[src/rtl/phase_sequencer_if.sv]
// Phase sequencer bus: instruction class inputs, memory/halt handshakes,
// phase vector, halt status and performance counter outputs.
interface phase_sequencer_if #(
    parameter int CNT_W = 32
);
    logic [5:0]       op;
    logic [5:0]       irfunc;
    logic             mem_ready;
    logic             halt_req;
    logic [4:0]       p;
    logic             instr_done;
    logic             halted;
    logic [1:0]       halt_cause;
    logic [CNT_W-1:0] instr_count;
    logic [CNT_W-1:0] cycle_count;

    modport master (
        output op, irfunc, mem_ready, halt_req,
        input  p, instr_done, halted, halt_cause,
        input  instr_count, cycle_count
    );

    modport slave (
        input  op, irfunc, mem_ready, halt_req,
        output p, instr_done, halted, halt_cause,
        output instr_count, cycle_count
    );
endinterface

[src/rtl/phase_sequencer.sv]
// Multi-cycle P0..P4 phase generator with memory stall, halt and watchdog.
// Optional counters enabled by defining PHASE_SEQ_PERF_COUNTERS_EN.
module phase_sequencer #(
    parameter int TIMEOUT = 255,
    parameter int CNT_W   = 32
) (
    input logic              clk,
    input logic              reset,
    phase_sequencer_if.slave bus
);
    typedef enum logic [2:0] {
        S_P0, S_P1, S_P2, S_P3, S_P4, S_HALT
    } state_t;

    localparam logic [15:0] TO     = 16'(TIMEOUT);
    localparam logic [1:0]  C_NONE = 2'b00;
    localparam logic [1:0]  C_REQ  = 2'b01;
    localparam logic [1:0]  C_SYS  = 2'b10;
    localparam logic [1:0]  C_WDOG = 2'b11;

    state_t      state;
    state_t      nxt;
    logic [4:0]  p_q;
    logic        halted_q;
    logic [1:0]  cause;
    logic [1:0]  nxt_cause;
    logic [15:0] stall_cnt;
    logic [15:0] stall_nxt;
    logic        br, st, ld, sys, mem_op;
    logic        stalled, wd_fire, done;

    function automatic logic [4:0] onehot(input state_t s);
        case (s)
            S_P0:    return 5'b00001;
            S_P1:    return 5'b00010;
            S_P2:    return 5'b00100;
            S_P3:    return 5'b01000;
            S_P4:    return 5'b10000;
            default: return 5'b00000;
        endcase
    endfunction

    always_comb begin
        br = 1'b0;
        st = 1'b0;
        ld = 1'b0;
        case (bus.op)
            6'b000100, 6'b000101, 6'b000110,
            6'b000111, 6'b000001:            br = 1'b1;
            6'b101011, 6'b101001, 6'b101000: st = 1'b1;
            6'b100011, 6'b100000, 6'b100100,
            6'b100001, 6'b100101:            ld = 1'b1;
            default: ;
        endcase
    end

    assign sys     = (bus.op == 6'b000000) && (bus.irfunc == 6'b001100);
    assign mem_op  = ld || st;
    assign stalled = !bus.mem_ready &&
                     (state == S_P0 || (state == S_P3 && mem_op));
    assign wd_fire = (TIMEOUT != 0) && stalled && (stall_cnt == TO);

    always_comb begin
        done = 1'b0;
        unique case (state)
            S_P1:    done = sys;
            S_P2:    done = br;
            S_P3:    done = st && bus.mem_ready;
            S_P4:    done = 1'b1;
            default: done = 1'b0;
        endcase
    end

    always_comb begin
        nxt       = state;
        nxt_cause = cause;
        unique case (state)
            S_P0: begin
                if (bus.mem_ready) begin
                    nxt = S_P1;
                end else if (wd_fire) begin
                    nxt       = S_HALT;
                    nxt_cause = C_WDOG;
                end
            end
            S_P1: begin
                if (sys) begin
                    nxt       = S_HALT;
                    nxt_cause = C_SYS;
                end else begin
                    nxt = S_P2;
                end
            end
            S_P2: nxt = br ? S_P0 : S_P3;
            S_P3: begin
                if (!mem_op || (ld && bus.mem_ready)) begin
                    nxt = S_P4;
                end else if (bus.mem_ready) begin
                    nxt = S_P0;
                end else if (wd_fire) begin
                    nxt       = S_HALT;
                    nxt_cause = C_WDOG;
                end
            end
            S_P4: nxt = S_P0;
            S_HALT: begin
                if (cause == C_REQ && !bus.halt_req) begin
                    nxt       = S_P0;
                    nxt_cause = C_NONE;
                end
            end
            default: nxt = S_P0;
        endcase
        // syscall retires in P1 but its own halt outranks halt_req
        if (done && state != S_P1 && bus.halt_req) begin
            nxt       = S_HALT;
            nxt_cause = C_REQ;
        end
    end

    assign stall_nxt = (stalled && nxt == state) ? stall_cnt + 16'd1 : 16'd0;

    always_ff @(posedge clk or negedge reset) begin
        if (!reset) begin
            state     <= S_P0;
            p_q       <= 5'b00001;
            halted_q  <= 1'b0;
            cause     <= C_NONE;
            stall_cnt <= 16'd0;
        end else begin
            state     <= nxt;
            p_q       <= onehot(nxt);
            halted_q  <= (nxt == S_HALT);
            cause     <= nxt_cause;
            stall_cnt <= stall_nxt;
        end
    end

    assign bus.p          = p_q;
    assign bus.instr_done = done;
    assign bus.halted     = halted_q;
    assign bus.halt_cause = cause;

`ifdef PHASE_SEQ_PERF_COUNTERS_EN
    logic [CNT_W-1:0] icnt;
    logic [CNT_W-1:0] ccnt;

    always_ff @(posedge clk or negedge reset) begin
        if (!reset) begin
            icnt <= '0;
            ccnt <= '0;
        end else begin
            if (done) icnt <= icnt + CNT_W'(1);
            if (state != S_HALT) ccnt <= ccnt + CNT_W'(1);
        end
    end

    assign bus.instr_count = icnt;
    assign bus.cycle_count = ccnt;
`else
    assign bus.instr_count = {CNT_W{1'b0}};
    assign bus.cycle_count = {CNT_W{1'b0}};
`endif
endmodule

[src/flat_wrapper.sv]
// flat-port wrapper written by rule: the top's interface ports become plain ports
module phase_sequencer_flat 
#(
    parameter int TIMEOUT = 255,
    parameter int CNT_W   = 32
)
  (clk, reset, bus_op, bus_irfunc, bus_mem_ready, bus_halt_req, bus_p, bus_instr_done, bus_halted, bus_halt_cause, bus_instr_count, bus_cycle_count);
  phase_sequencer_if #(.CNT_W(CNT_W)) bus_i ();
  input logic clk;
  input logic reset;
  input wire logic [$bits(bus_i.op)-1:0] bus_op;
  input wire logic [$bits(bus_i.irfunc)-1:0] bus_irfunc;
  input wire logic [$bits(bus_i.mem_ready)-1:0] bus_mem_ready;
  input wire logic [$bits(bus_i.halt_req)-1:0] bus_halt_req;
  output wire logic [$bits(bus_i.p)-1:0] bus_p;
  output wire logic [$bits(bus_i.instr_done)-1:0] bus_instr_done;
  output wire logic [$bits(bus_i.halted)-1:0] bus_halted;
  output wire logic [$bits(bus_i.halt_cause)-1:0] bus_halt_cause;
  output wire logic [$bits(bus_i.instr_count)-1:0] bus_instr_count;
  output wire logic [$bits(bus_i.cycle_count)-1:0] bus_cycle_count;
  assign bus_i.op = bus_op;
  assign bus_i.irfunc = bus_irfunc;
  assign bus_i.mem_ready = bus_mem_ready;
  assign bus_i.halt_req = bus_halt_req;
  assign bus_p = bus_i.p;
  assign bus_instr_done = bus_i.instr_done;
  assign bus_halted = bus_i.halted;
  assign bus_halt_cause = bus_i.halt_cause;
  assign bus_instr_count = bus_i.instr_count;
  assign bus_cycle_count = bus_i.cycle_count;
  phase_sequencer #(.TIMEOUT(TIMEOUT), .CNT_W(CNT_W)) u_core (.clk(clk), .reset(reset), .bus(bus_i));
endmodule
[config.mk]
export PLATFORM = sky130hd
export DESIGN_NAME = phase_sequencer_flat
export DESIGN_NICKNAME = d
export VERILOG_FILES = /design/src/rtl/phase_sequencer_if.sv /design/src/rtl/phase_sequencer.sv /design/src/flat_wrapper.sv
export SDC_FILE = /design/constraint.sdc
export NUM_CORES = 1
export LEC_CHECK = 0
export CORE_UTILIZATION = 45
export CTS_CLUSTER_DIAMETER = 40
export DETAILED_ROUTE_END_ITERATION = 10
export GPL_ROUTABILITY_DRIVEN = 0
export GPL_TIMING_DRIVEN = 0
export PLACE_DENSITY = 0.84
export SYNTH_ARGS = -nofsm -noshare
export SYNTH_HDL_FRONTEND = slang
export SYNTH_SLANG_ARGS = --single-unit
[constraint.sdc]
create_clock -name clk -period 4.1 [get_ports clk]
set_input_delay 1.23 -clock clk [delete_from_list [all_inputs] [get_ports clk]]
set_output_delay 1.23 -clock clk [all_outputs]
set_load 0.01 [all_outputs]
Word level (Yosys, flattened, before mapping) --
Cells that the tools add are included.
Word-level totals: register bits 27, bits of input ports 16, output and inout bits 73, logic and storage cells 83
Cells by class: add/subtract/negate cells 1, equal/unequal tests 31, multiplexer cells 22, reduce and logical (&&, ||, !) cells 24
Operators by type and width (number):
- 6-bit == test, second input constant | 8
- 5-bit case mux with 5 select lines | 1
- 6-bit by 3-bit == test with 1-bit output, second input constant | 4
- 3-bit two-way mux | 7
- 16-bit by 1-bit adder with 16-bit output, second input constant | 1
- 16-bit by 8-bit == test with 1-bit output, second input constant | 1
- 16-bit two-way mux | 1
- 3-bit case mux with 5 select lines | 1
- 2-bit two-way mux | 7
- 3-bit by 2-bit == test with 1-bit output, second input constant | 4
- 3-bit == test, second input constant | 4
- 1-bit logical AND | 10
- 5-bit OR reduction | 2
- 3-bit by 1-bit != test with 1-bit output, second input constant | 3
- 2-bit case mux with 4 select lines | 1
- 3-bit by 1-bit == test with 1-bit output, second input constant | 2
- 6-bit by 1-bit == test with 1-bit output, second input constant | 1
- 6-bit by 4-bit == test with 1-bit output, second input constant | 1
- 3-bit zero test | 2
- 6-bit zero test | 1
- 5-bit nonzero test | 1
- 1-bit case mux with 4 select lines | 1
- 4-bit AND reduction | 1
- 3-bit == test | 1
- other kinds (6) | 12

Logic depth before layout (Yosys ltp) --
word-level depth 16, mapped depth 8, depth with buffers taken out 7

Worst setup path after synthesis --
No wires, ideal clock.
path kind input port to output port, start point input bus_op[4], end point output bus_instr_done, data arrival time 2.224 ns, data required time 2.870 ns, path slack 0.646 ns, stages on the path 4, buffers on the path 0, path through nand4b_1 or4_1 o311ai_0 o21a_1
On the way: word-level cells in the longest chain between the ends 5, elaborated cells on any way between the ends 16, those cells by class eq/ne (8); mux (3); reduce/logical (5)
Ends and longest elaborated chain:
- start, declared | line flat_wrapper.sv:11 | input wire logic [$bits(bus_i.op)-1:0] bus_op;
- 6-bit == test | line phase_sequencer.sv:47 | case (bus.op)
- 3-bit OR reduction | line phase_sequencer.sv:47
- 1-bit two-way mux | line phase_sequencer.sv:47
- 1-bit logical AND | line phase_sequencer.sv:68 | S_P3: done = st && bus.mem_ready;
- 1-bit case mux with 4 select lines * | line phase_sequencer.sv:65 | unique case (state)
- end, declared | line flat_wrapper.sv:16 | output wire logic [$bits(bus_i.instr_done)-1:0] bus_instr_done;
Every way passes the cells marked *; elsewhere a longest branch is shown, timed or not.

Worst setup path after layout --
start point input bus_irfunc[2], end point output bus_instr_done
On the way: word-level cells in the longest chain between the ends 3
Ends and longest elaborated chain:
- start, declared | line flat_wrapper.sv:12 | input wire logic [$bits(bus_i.irfunc)-1:0] bus_irfunc;
- 6-bit by 4-bit == test with 1-bit output | line phase_sequencer.sv:57 | assign sys = (bus.op == 6'b000000) && (bus.irfunc == 6'b001100);
- 1-bit logical AND | line phase_sequencer.sv:57
- 1-bit case mux with 4 select lines | line phase_sequencer.sv:65
Every way passes these cells.

==> metrics.cfg <==
[floorplanning]
floorplan.die.width_um=69.22
die_area_sq_um=4791
start_util=0.4670
pin_count=89
core-area_sq_um=4354
chipHeight_um=69.22
num_rows=24

[power_and_ir_drop]
power.leakage_nw=1.319
irDropWorstVdd_mv=0.1656
total_power_mw=0.9807
power_density_relative_to_cell_area_nw_per_um2=369.4

[grt]
grt_antenna_before_repair=0
global_route.usage.total=0.1515
first_pass_grt_wire_length_um=5920
grt_max_degree=28
grt.overflow.total=0
number_of_global_route_vias_before_repair=1406

[clock_network]
tritoncts.num_buffers=3
clock_pin_slew_worst_setup_and_hold_paths_ns=0.10
clock_sink_count=27
ctsRootBufferMaster=sky130_fd_sc_hd__clkbuf_8
cts_tree=done
clk_path_buf_depth=2
h-tree-depth=1
clock_insertion_delay_worst_skew_ns=0.28

[sta]
hold_viol_final=0
setup_viol_count_final=0
final.min_clock_period_ns=4.050
timing.fmax_ghz=0.2469
finClkSkew_ns=0.008729
actual_transition_at_the_worst_max_transition_pin_ns=0.5919
slew_violations=0
fin_worst_hold_slack_ns=0.5065
fin_crit_sh=0.9878
slew_headroom=0.6054

[yosys]
yosys.cell_types.count=49
yosysWarningCount=0
ffs_latches_synth=27
share_of_synthesized_area_occupied_by_flip_flops_and_latches=0.3329
most_common_flop_cell_mapped_by_yosys=sky130_fd_sc_hd__dfrtp_1
post_synth_inst_count=215
avgSynthCellArea_sq_um=9.457
synth_enable_flop_cells=0
proportion_of_synthesized_flip_flops_having_asynchronous_set_or_reset=1.000
synth.cell_area_sq_um=2033

[cells_and_area]
final-seq-area_sq_um=676.9
antenna-diode-count=0
growth_of_design_area_from_synthesis_to_finish_pct=30.58
final_layout_size_suffix_gt1_frac=0.3214
finalCoreUtilization=0.6098
layout.filler_cells=408
multi_input_comb_area_sq_um=1089
final_net_count=326

[route]
wl_um=3578
initialDrtViolationCount=40
ant_nets=0
met2_length_um=1902
wl_met1_um=1431
routed-wl-met3_um=200
highest-signal-layer=met4
detail_route.first_pass.iterations=5
via_count=1533
wl_per_cell_um=9.939
drt-vias-per-instance=4.258
drc=0

[worst_setup_path]
worst_ep_arrival_time_ns=2.82
critical_path.slowest_cell=sky130_fd_sc_hd__clkdlybuf4s50_1
setup.worst_path.start_class=primary input
setup.worst_path.class=primary input to primary output
worst-endpoint-required_ns=2.87
cp.buffers_inverters=2
timing.critical_path.cells=clkdlybuf4s50_1 -> nor4bb_2 -> nand4_1 -> o311ai_1 -> o21a_1 -> clkdlybuf4s15_1
rrSetupSlack_ns=1.51
slowest_delay_ns=0.45
worstPathMaxFanout=2
kind_of_end_point_of_the_critical_path=primary output
cp_top_family=buffers and inverters

[hold_path]
worst_hold_path_type=flop to flop

[placement]
place.detailed.hpwl_um=2820
buffer_ports.inserted=24

[status]
outcome=complete, no violations

[job]
max-cap-violations=0

==> Yosys cell counts, types with 4 or more instances <==
library cell               n  area share
sky130_fd_sc_hd__nor2_4    7       0.039
sky130_fd_sc_hd__nor3_1    5       0.012
sky130_fd_sc_hd__nand4_1   4       0.012
sky130_fd_sc_hd__o21ai_0   4      0.0098
sky130_fd_sc_hd__dfrtp_1  26        0.32
sky130_fd_sc_hd__xnor2_1   7       0.030
sky130_fd_sc_hd__nor2b_1   6       0.018
sky130_fd_sc_hd__xor2_1    7       0.030
sky130_fd_sc_hd__nand2_1  11       0.020
sky130_fd_sc_hd__nand3_1   5       0.012
sky130_fd_sc_hd__nor2_1   16       0.030
sky130_fd_sc_hd__inv_1     4      0.0074
sky130_fd_sc_hd__buf_4    64        0.24
==> per-stage QoR <==
stage	cell area, sq um	instances	setup slack (ns)	setup TNS, ns
5_1_grt	2655	360	-0.008217	-0.008217
4_1_cts	2640	359	0.01758	0
6_report	2655	360	0.05004	0
2_1_floorplan	2270	278	0.6463	0
3_3_place_gp	2575	354	-0.4815	-0.4815
3_5_place_dp	2575	354	-0.5329	-0.5329
==> worst reg2reg max path, stage by stage (launching register included) <==
cell and delay, ns:
sky130_fd_sc_hd__dfrtp_1 0.43, sky130_fd_sc_hd__ha_1 0.22, sky130_fd_sc_hd__and3_1 0.22, sky130_fd_sc_hd__nand3_2 0.16, sky130_fd_sc_hd__nor3_1 0.45, sky130_fd_sc_hd__nand2_1 0.19, sky130_fd_sc_hd__a2111oi_4 0.44, sky130_fd_sc_hd__mux2_2 0.37
==> cell type report <==
type	instances	area share
inverters	4	0.005655
repair buffers	26	0.09425
flip-flops and latches	27	0.2549
clock inverters	1	0.002828
multi-input cells	180	0.4100
plain buffers	67	0.1923
well taps	52	0.02451
clock buffers	3	0.01555
==> flip-flops by register name, indices dropped and copies added, names as in the netlist <==
signal / flops
u_core.stall_cnt: 16
u_core.state: 3
u_core.bus.halt_cause: 2
u_core.bus.p: 5
u_core.bus.halted: 1
==> worst paths after layout <==
kind,from,to,cells past startpoint
min in group asynchronous,reset,u_core.stall_cnt[5],1
worst min register to register,u_core.stall_cnt[0],u_core.stall_cnt[0],1
worst min-delay path,u_core.stall_cnt[0],u_core.stall_cnt[0],1
worst max register to register,u_core.stall_cnt[0],u_core.bus.halt_cause[1],7
max in group asynchronous,reset,u_core.stall_cnt[13],1
worst max-delay path,bus_irfunc[2],bus_instr_done,6
==> cells in the final DEF, fill, tap and decap left out, types with 4 or more instances in the layout <==
master	n
sky130_fd_sc_hd__conb_1	64
sky130_fd_sc_hd__clkdlybuf4s50_1	16
sky130_fd_sc_hd__nor2_4	7
sky130_fd_sc_hd__nor2b_1	6
sky130_fd_sc_hd__xor2_1	7
sky130_fd_sc_hd__nand2_1	11
sky130_fd_sc_hd__dfrtp_1	26
sky130_fd_sc_hd__nor3_1	4
sky130_fd_sc_hd__o21ai_0	4
sky130_fd_sc_hd__nand3_1	5
sky130_fd_sc_hd__nor2_1	16
sky130_fd_sc_hd__xnor2_1	7
sky130_fd_sc_hd__nand4_1	4
sky130_fd_sc_hd__buf_4	66
sky130_fd_sc_hd__dlygate4sd2_1	4
sky130_fd_sc_hd__inv_1	4
==> routing by layer <==
layer,vias up,track usage
li1,781,-
met1,692,0.1646
met2,55,0.2902
met3,5,0.03052
met4,0,0.04762
met5,-,0
==> report_power, final <==
part           leakage [nW]  switching [mW]  internal, mW  total [mW]
Sequential            0.359          0.0338         0.318       0.352
Combinational         0.939           0.241         0.233       0.475
Clock                0.0217          0.0850        0.0691       0.154
==> what timing repair did <==
action                                  4_1_cts  5_1_grt
cloned                                        0        0
buffers inserted                              1        1
gates resized for setup                       9        4
hold endpoints to repair                      0        0
hold buffers                                  0        0
pin swaps                                     1        3
endpoints found under the setup margin        1        1
==> logic make-up after synthesis <==
logic type      Yosys count  synth area share
flops                    27            0.3329
fa+ha+maj                 1          0.006153
other cells               1          0.001844
simple gates             78            0.2351
xor+xnor                 14           0.06031
compound gates           20           0.08985
buf+inv                  71            0.2585
mux                       3           0.01538
Power figures use the tool's default switching activity.
